--- src/rtl/mem_port_arbiter.sv ---
// Shares one single-ported memory between fetch and load/store: data wins, a burst
// counter guarantees fetch progress. Define MEM_ARB_TIMEOUT_EN to add a watchdog abort.
module mem_port_arbiter #(
  parameter int DATA_BURST_MAX = 4,
  parameter int TIMEOUT_CYCLES = 255
) (
  input  logic        clk,
  input  logic        rst_n,
  input  logic        if_req,
  input  logic [31:0] if_addr,
  output logic [31:0] if_rdata,
  output logic        if_valid,
  output logic        if_stall,
  input  logic        dm_read,
  input  logic        dm_write,
  input  logic [31:0] dm_addr,
  input  logic [31:0] dm_wdata,
  output logic [31:0] dm_rdata,
  output logic        dm_valid,
  output logic        dm_stall,
  output logic        mem_req,
  output logic        mem_we,
  output logic [31:0] mem_addr,
  output logic [31:0] mem_wdata,
  input  logic        mem_ready,
  input  logic        mem_done,
  input  logic [31:0] mem_rdata,
  output logic        arb_err
);
  typedef enum logic [1:0] {IDLE, REQ, WAIT, RESP} state_t;
  typedef struct packed {
    logic        we;
    logic [31:0] addr;
    logic [31:0] wdata;
  } mreq_t;

  localparam logic [3:0] BURST_MAX = 4'(DATA_BURST_MAX);

  state_t     state, state_nxt;
  mreq_t      cur;
  logic       own_dm;
  logic [3:0] burst_cnt;
  logic       dm_pend, grant_dm, grant_if, fin, tmo;

  assign dm_pend   = dm_read | dm_write;
  assign if_stall  = if_req & ~if_valid;
  assign dm_stall  = dm_pend & ~dm_valid;
  assign mem_we    = cur.we;
  assign mem_addr  = cur.addr;
  assign mem_wdata = cur.wdata;

  always_ff @(posedge clk or negedge rst_n) begin
    if (!rst_n) state <= IDLE;
    else        state <= state_nxt;
  end

  // fin marks a real completion; reaching RESP without it is a watchdog abort
  always_comb begin
    state_nxt = state;
    grant_dm  = 1'b0;
    grant_if  = 1'b0;
    fin       = 1'b0;
    case (state)
      IDLE: begin
        if (dm_pend && (!if_req || burst_cnt < BURST_MAX)) begin
          grant_dm  = 1'b1;
          state_nxt = REQ;
        end else if (if_req) begin
          grant_if  = 1'b1;
          state_nxt = REQ;
        end
      end
      REQ: begin
        if (mem_ready && mem_done) begin
          fin       = 1'b1;
          state_nxt = RESP;
        end else if (tmo)       state_nxt = RESP;
        else if (mem_ready)     state_nxt = WAIT;
      end
      WAIT: begin
        if (mem_done) begin
          fin       = 1'b1;
          state_nxt = RESP;
        end else if (tmo)       state_nxt = RESP;
      end
      default: state_nxt = IDLE;
    endcase
  end

  always_ff @(posedge clk or negedge rst_n) begin
    if (!rst_n) begin
      cur       <= '0;
      own_dm    <= 1'b0;
      burst_cnt <= '0;
      mem_req   <= 1'b0;
      if_valid  <= 1'b0;
      dm_valid  <= 1'b0;
      if_rdata  <= '0;
      dm_rdata  <= '0;
    end else begin
      if_valid <= 1'b0;
      dm_valid <= 1'b0;
      if (grant_dm || grant_if) begin
        own_dm    <= grant_dm;
        mem_req   <= 1'b1;
        cur.we    <= grant_dm & dm_write;
        cur.addr  <= grant_dm ? dm_addr : if_addr;
        cur.wdata <= grant_dm ? dm_wdata : '0;
        burst_cnt <= (grant_dm && if_req) ? burst_cnt + 4'd1 : 4'd0;
      end
      if (state == REQ && (mem_ready || state_nxt == RESP)) mem_req <= 1'b0;
      if (state_nxt == RESP) begin
        if (own_dm) begin
          dm_valid <= 1'b1;
          dm_rdata <= fin ? mem_rdata : '0;
        end else begin
          if_valid <= 1'b1;
          if_rdata <= fin ? mem_rdata : '0;
        end
      end
    end
  end

`ifdef MEM_ARB_TIMEOUT_EN
  localparam int TW = ($clog2(TIMEOUT_CYCLES + 1) > 8) ? $clog2(TIMEOUT_CYCLES + 1) : 8;
  localparam logic [TW-1:0] TMO_LAST = TW'(TIMEOUT_CYCLES - 1);
  logic [TW-1:0] tmo_cnt;

  // Held at zero in IDLE so every transaction starts counting from REQ entry
  always_ff @(posedge clk or negedge rst_n) begin
    if (!rst_n) begin
      tmo_cnt <= '0;
      arb_err <= 1'b0;
    end else begin
      arb_err <= (state_nxt == RESP) && !fin;
      if (state == IDLE)                    tmo_cnt <= '0;
      else if (state == REQ || state == WAIT) tmo_cnt <= tmo_cnt + TW'(1);
    end
  end
  assign tmo = (state == REQ || state == WAIT) && (tmo_cnt >= TMO_LAST);
`else
  localparam int unused_tmo = TIMEOUT_CYCLES;
  assign tmo     = 1'b0;
  assign arb_err = 1'b0;
`endif

endmodule

--- config.mk ---
export PLATFORM = sky130hd
export DESIGN_NAME = mem_port_arbiter
export DESIGN_NICKNAME = d
export VERILOG_FILES = /design/src/rtl/mem_port_arbiter.sv
export SDC_FILE = /design/constraint.sdc
export NUM_CORES = 1
export LEC_CHECK = 0
export CORE_ASPECT_RATIO = 0.9
export CORE_MARGIN = 4
export CORE_UTILIZATION = 37
export DETAILED_ROUTE_END_ITERATION = 10
export GPL_ROUTABILITY_DRIVEN = 0
export PLACE_DENSITY = 0.79
export SLEW_MARGIN = 15
export SYNTH_ARGS = -nofsm -noshare
export SYNTH_HDL_FRONTEND = slang
export SYNTH_SLANG_ARGS = --single-unit
--- constraint.sdc ---
create_clock -name clk -period 7.2 [get_ports clk]
set_input_delay 1.44 -clock clk [delete_from_list [all_inputs] [get_ports clk]]
set_output_delay 1.44 -clock clk [all_outputs]
set_load 0.01 [all_outputs]
Word-level counts from Yosys, hierarchy flattened
Cells that the tools add are included.
{ "totals": {"ff_bits": 139, "output_inout_bits": 135, "word_cells": 59} }
{ "op_classes": {"addsub": 1, "n_lt_le_gt_ge": 1, "n_eq_ne": 3, "muxes": 24, "bitwise": 7, "n_reduce_logical": 12} }
{ "op_table": {"columns": ["op", "count"], "rows": [
  ["32-bit 2-to-1 mux", 3],
  ["1-bit 2-to-1 mux", 13],
  ["2-bit 2-to-1 mux", 5],
  ["2-bit case mux with 3 select lines", 1],
  ["4-bit by 1-bit adder with 4-bit output (second input constant)", 1],
  ["2-bit equality test (second input constant)", 2],
  ["1-bit logical AND", 4],
  ["4-bit by 3-bit less-than comparator with 1-bit output (second input constant)", 1],
  ["4-bit 2-to-1 mux", 1],
  ["2-bit AND reduction", 2],
  ["1-bit bitwise AND", 3],
  ["1-bit logical OR", 3],
  ["1-bit NOT", 3],
  ["2-bit by 1-bit equality test with 1-bit output (second input constant)", 1],
  ["2-bit logical NOT", 1],
  ["1-bit case mux with 2 select lines", 1],
  ["2-bit nonzero test", 1],
  ["1-bit logical NOT", 1],
  ["1-bit bitwise OR", 1]
]} }

Logic depth before layout (Yosys ltp)
{ "depth": {"ltp_word": 9, "ltp_mapped": 7} }

Least setup slack after synthesis
Ideal clock, no wire load.
{ "synth_timing": {"path_type": "in2out", "start": "in if_req", "end": "out if_stall", "arrival_time_ns": 1.643, "slack_ns": 4.117, "stages": 2, "path_buffers": 0, "path_cell_list": "inv_1 > nor2_1"} }
{ "synth_between": {"elab_chain_cells": 1} }
{ "synth_lines": {"columns": ["element", "line", "text"], "rows": [
  ["from (decl)", "9", "input logic if_req,"],
  ["1-bit bitwise AND", "46", "assign if_stall = if_req & ~if_valid;"],
  ["to (decl)", "13", "output logic if_stall,"]
]} }
No other way between the ends.

Worst setup path after layout
Same ends and word-level chain as after synthesis.

==> impl_metrics.py <==
metrics = {
    "run_status": {
        "status": "finished, final reports clean",
    },
    "synth": {
        "synthTopCellsByArea": "dfrtp_1 59%, mux2i_1 16%, a22o_1 4.9%, inv_1 4.5%, nand2_1 4.3%",
        "syn_nets": 645,
        "syn_area_um2": 5887,
        "synth_cell_types": 28,
        "ys_ff_latch": 139,
        "synth_edf_count": 0,
        "synth_ff_type": "dfrtp_1",
        "syn_avg_cell_area_um2": 11.66,
        "synth_largest_area_cell": "dfrtp_1",
        "synth_warnings": 0,
        "synth_top_cell_area_share_pct": 59.09,
        "async_flop_share_pct": 100.0,
        "yosysSeqAreaShare_pct": 59.09,
        "synthCells": 505,
    },
    "cts": {
        "post_cts_buffers": 0,
        "cts_buffer_depth": 2,
        "root_buffer": "clkbuf_16",
        "worstSkewPairLatency_ns": 0.41,
        "h-tree-depth": 4,
        "cts_tree": "yes",
        "cts_buffers": 17,
        "hold_buffers": 0,
        "clock_sinks": 139,
        "cts_resized": 0,
        "clk_pin_slew_worst_paths_ns": 0.06,
    },
    "finish": {
        "nNetsFinal": 906,
        "fillerInstances": 1253,
        "seqCellArea_um2": 3478,
        "drive_gt1_share_pct": 5.263,
        "finish.instance_area_um2": 9279,
        "multi_input_area_um2": 1999,
        "finish.utilization_pct": 59.88,
        "synthToLayoutAreaGrowth_pct": 57.62,
        "antennaDiodeCount": 0,
    },
    "global_route": {
        "grt_max_degree": 104,
        "track_usage_pct": 18.15,
        "grt_pass1_vias": 5062,
        "grt_pass1_wl_mm": 25.70,
        "gr-total-overflow": 0,
        "antenna_found_initial": 1,
    },
    "critical_path": {
        "crit_start": "if_req",
        "cp.arrival_ns": 2.87,
        "start_kind": "primary input",
        "endpoint_kind": "output port",
        "slowest_delay_ns": 0.64,
        "setup.worst_path.class": "primary input to output port",
        "rr_endpoint": "if_rdata[13]",
        "critical_path.endpoint": "if_stall",
        "reg2reg_slack_ns": 4.53,
        "required_ns": 5.76,
        "slowest_stage": "clkdlybuf4s50_1",
        "path_max_fanout": 7,
        "reg2reg_depth": 7,
        "path_cells": "clkdlybuf4s50_1 -> inv_1 -> nor2_1 -> clkdlybuf4s50_1",
        "cpMostUsedCell": "clkdlybuf4s50_1",
        "rr_startpoint": "state[0]",
    },
    "timing": {
        "skew_ns": 0.007080,
        "hold_violations": 0,
        "max_freq_ghz": 0.2318,
        "post-route-period-util_pct": 59.92,
        "drv_slew": 0,
        "setup_viol": 0,
        "relSlewSlack_pct": 21.51,
        "rsz0062_at_grt": "no",
        "worstMarginPinSlew_ns": 1.177,
        "fin_crit_ns": 4.314,
        "setup-tns-final_ns": 0,
        "fin_worst_hold_slack_ns": 0.4766,
    },
    "floorplanning": {
        "die_y_um": 127.7,
        "die-area_um2": 18000,
        "fp.dieW_um": 141.0,
        "ios": 270,
        "rows": 43,
        "core_um2": 15490,
        "initial_core_util_pct": 37.99,
    },
    "pwr": {
        "max-vdd-ir-drop_mv": 0.2416,
        "powerDensity_nw_per_um2": 426.5,
        "power_uw": 3957,
        "power_leakage_uw": 0.003915,
    },
    "placement": {
        "place_area_um2": 8700,
        "hpwl_mm": 11.64,
        "portBuffers": 268,
    },
    "route": {
        "vias": 4689,
        "routedWlPerCell_um": 16.54,
        "wl_mm": 16.22,
        "drc_errors": 0,
        "first_pass_iters": 4,
        "dr.first_iter.drc_count": 124,
        "ant_nets": 0,
        "routed_via_density": 4.780,
    },
    "min_path": {
        "whs_path_depth": 2,
        "hold_path_class": "register to register",
    },
    "run": {
        "maxCapViolations": 0,
    },
}
how the worst min path moves through the flow:
| stage | slack (ns) | from | to |
|---|---|---|---|
| after floorplan | 0.46 | burst_cnt[0] | burst_cnt[0] |
| after global placement | 0.46 | mem_addr[19] | mem_addr[19] |
| after detailed placement | 0.47 | mem_addr[17] | mem_addr[17] |
| after CTS | 0.48 | mem_addr[17] | mem_addr[17] |
| after global routing | 0.51 | mem_addr[17] | mem_addr[17] |
| final | 0.48 | mem_addr[22] | mem_addr[22] |
per-stage QoR:
step           setup WS, ns  instances
6_report              2.886        981
5_1_grt               2.810        981
4_1_cts               2.884        981
3_5_place_dp          2.890        949
3_3_place_gp          2.913        949
2_1_floorplan         4.117        505
worst max-delay path, delay by kind of cell:
family                 cells  cell delay (ns)
AND/OR/NAND/NOR            1             0.11
buffers and inverters      3             1.32
Yosys cell counts (2+ instances only):
| cell type | instances |
|---|---|
| dfrtp_1 | 139 |
| mux2i_1 | 96 |
| inv_1 | 70 |
| nand2_1 | 68 |
| o21ai_0 | 36 |
| a22o_1 | 33 |
| clkbuf_1 | 22 |
| buf_6 | 6 |
| nor2_1 | 6 |
| ha_1 | 5 |
| a2111oi_4 | 2 |
| a21o_1 | 2 |
| a311oi_1 | 2 |
| a32o_1 | 2 |
| and2_1 | 2 |
| nand2b_1 | 2 |
sequential cells by signal (all words and copies together), names as in the netlist:
| register | cells |
|---|---|
| own_dm | 1 |
| mem_addr | 32 |
| burst_cnt | 4 |
| mem_req | 1 |
| mem_we | 1 |
| dm_valid | 1 |
| if_rdata | 32 |
| mem_wdata | 32 |
| if_valid | 1 |
| state | 2 |
| dm_rdata | 32 |
cell type report:
class                   count  area share (%)
repair buffers            271           29.17
multi-input cells         267           21.55
clock inverters            11           1.281
inverters                  70           2.832
flip-flops and latches    139           37.49
well taps                 202           2.724
clock buffers              21           4.962
cells by family after synthesis:
| group | count (synthesis) | synth area share (%) |
|---|---|---|
| AOI/OAI and AO/OA | 83 | 10.67 |
| adders and majority gates | 5 | 1.063 |
| buffers and inverters | 99 | 7.141 |
| DFF | 139 | 59.09 |
| muxes | 96 | 16.32 |
| other | 1 | 0.06370 |
| and+or+nand+nor | 82 | 5.653 |
placed cells by master (no fill, tap or decap), drive strengths merged, types with 4 or more instances in the layout:
cell / n
clkdlybuf4s50: 267
dfrtp: 139
mux2i: 96
inv: 71
nand2: 68
o21ai: 36
a22o: 33
clkbuf: 21
clkinv: 7
nor2: 6
ha: 5
buf: 4
power breakdown:
part / internal (uW) / switching (uW) / total, uW / leakage [uW]
Clock: 527 / 319 / 846 / 0.000287
Sequential: 1130 / 199 / 1320 / 0.00181
Combinational: 957 / 831 / 1790 / 0.00182
Total: 2610 / 1350 / 3960 / 0.00392
per-layer routing:
metal  up-vias  global-route usage [%]  share of wire, %  wire length, um
met5         -                       0             0.080               13
met4         2                   6.382               1.7              272
met3        25                   9.250                12             1920
met2       211                   29.56                47             7578
met1      2247                   20.70                40             6436
li1       2204                       -                 -                -
Power figures use the tool's default switching activity.
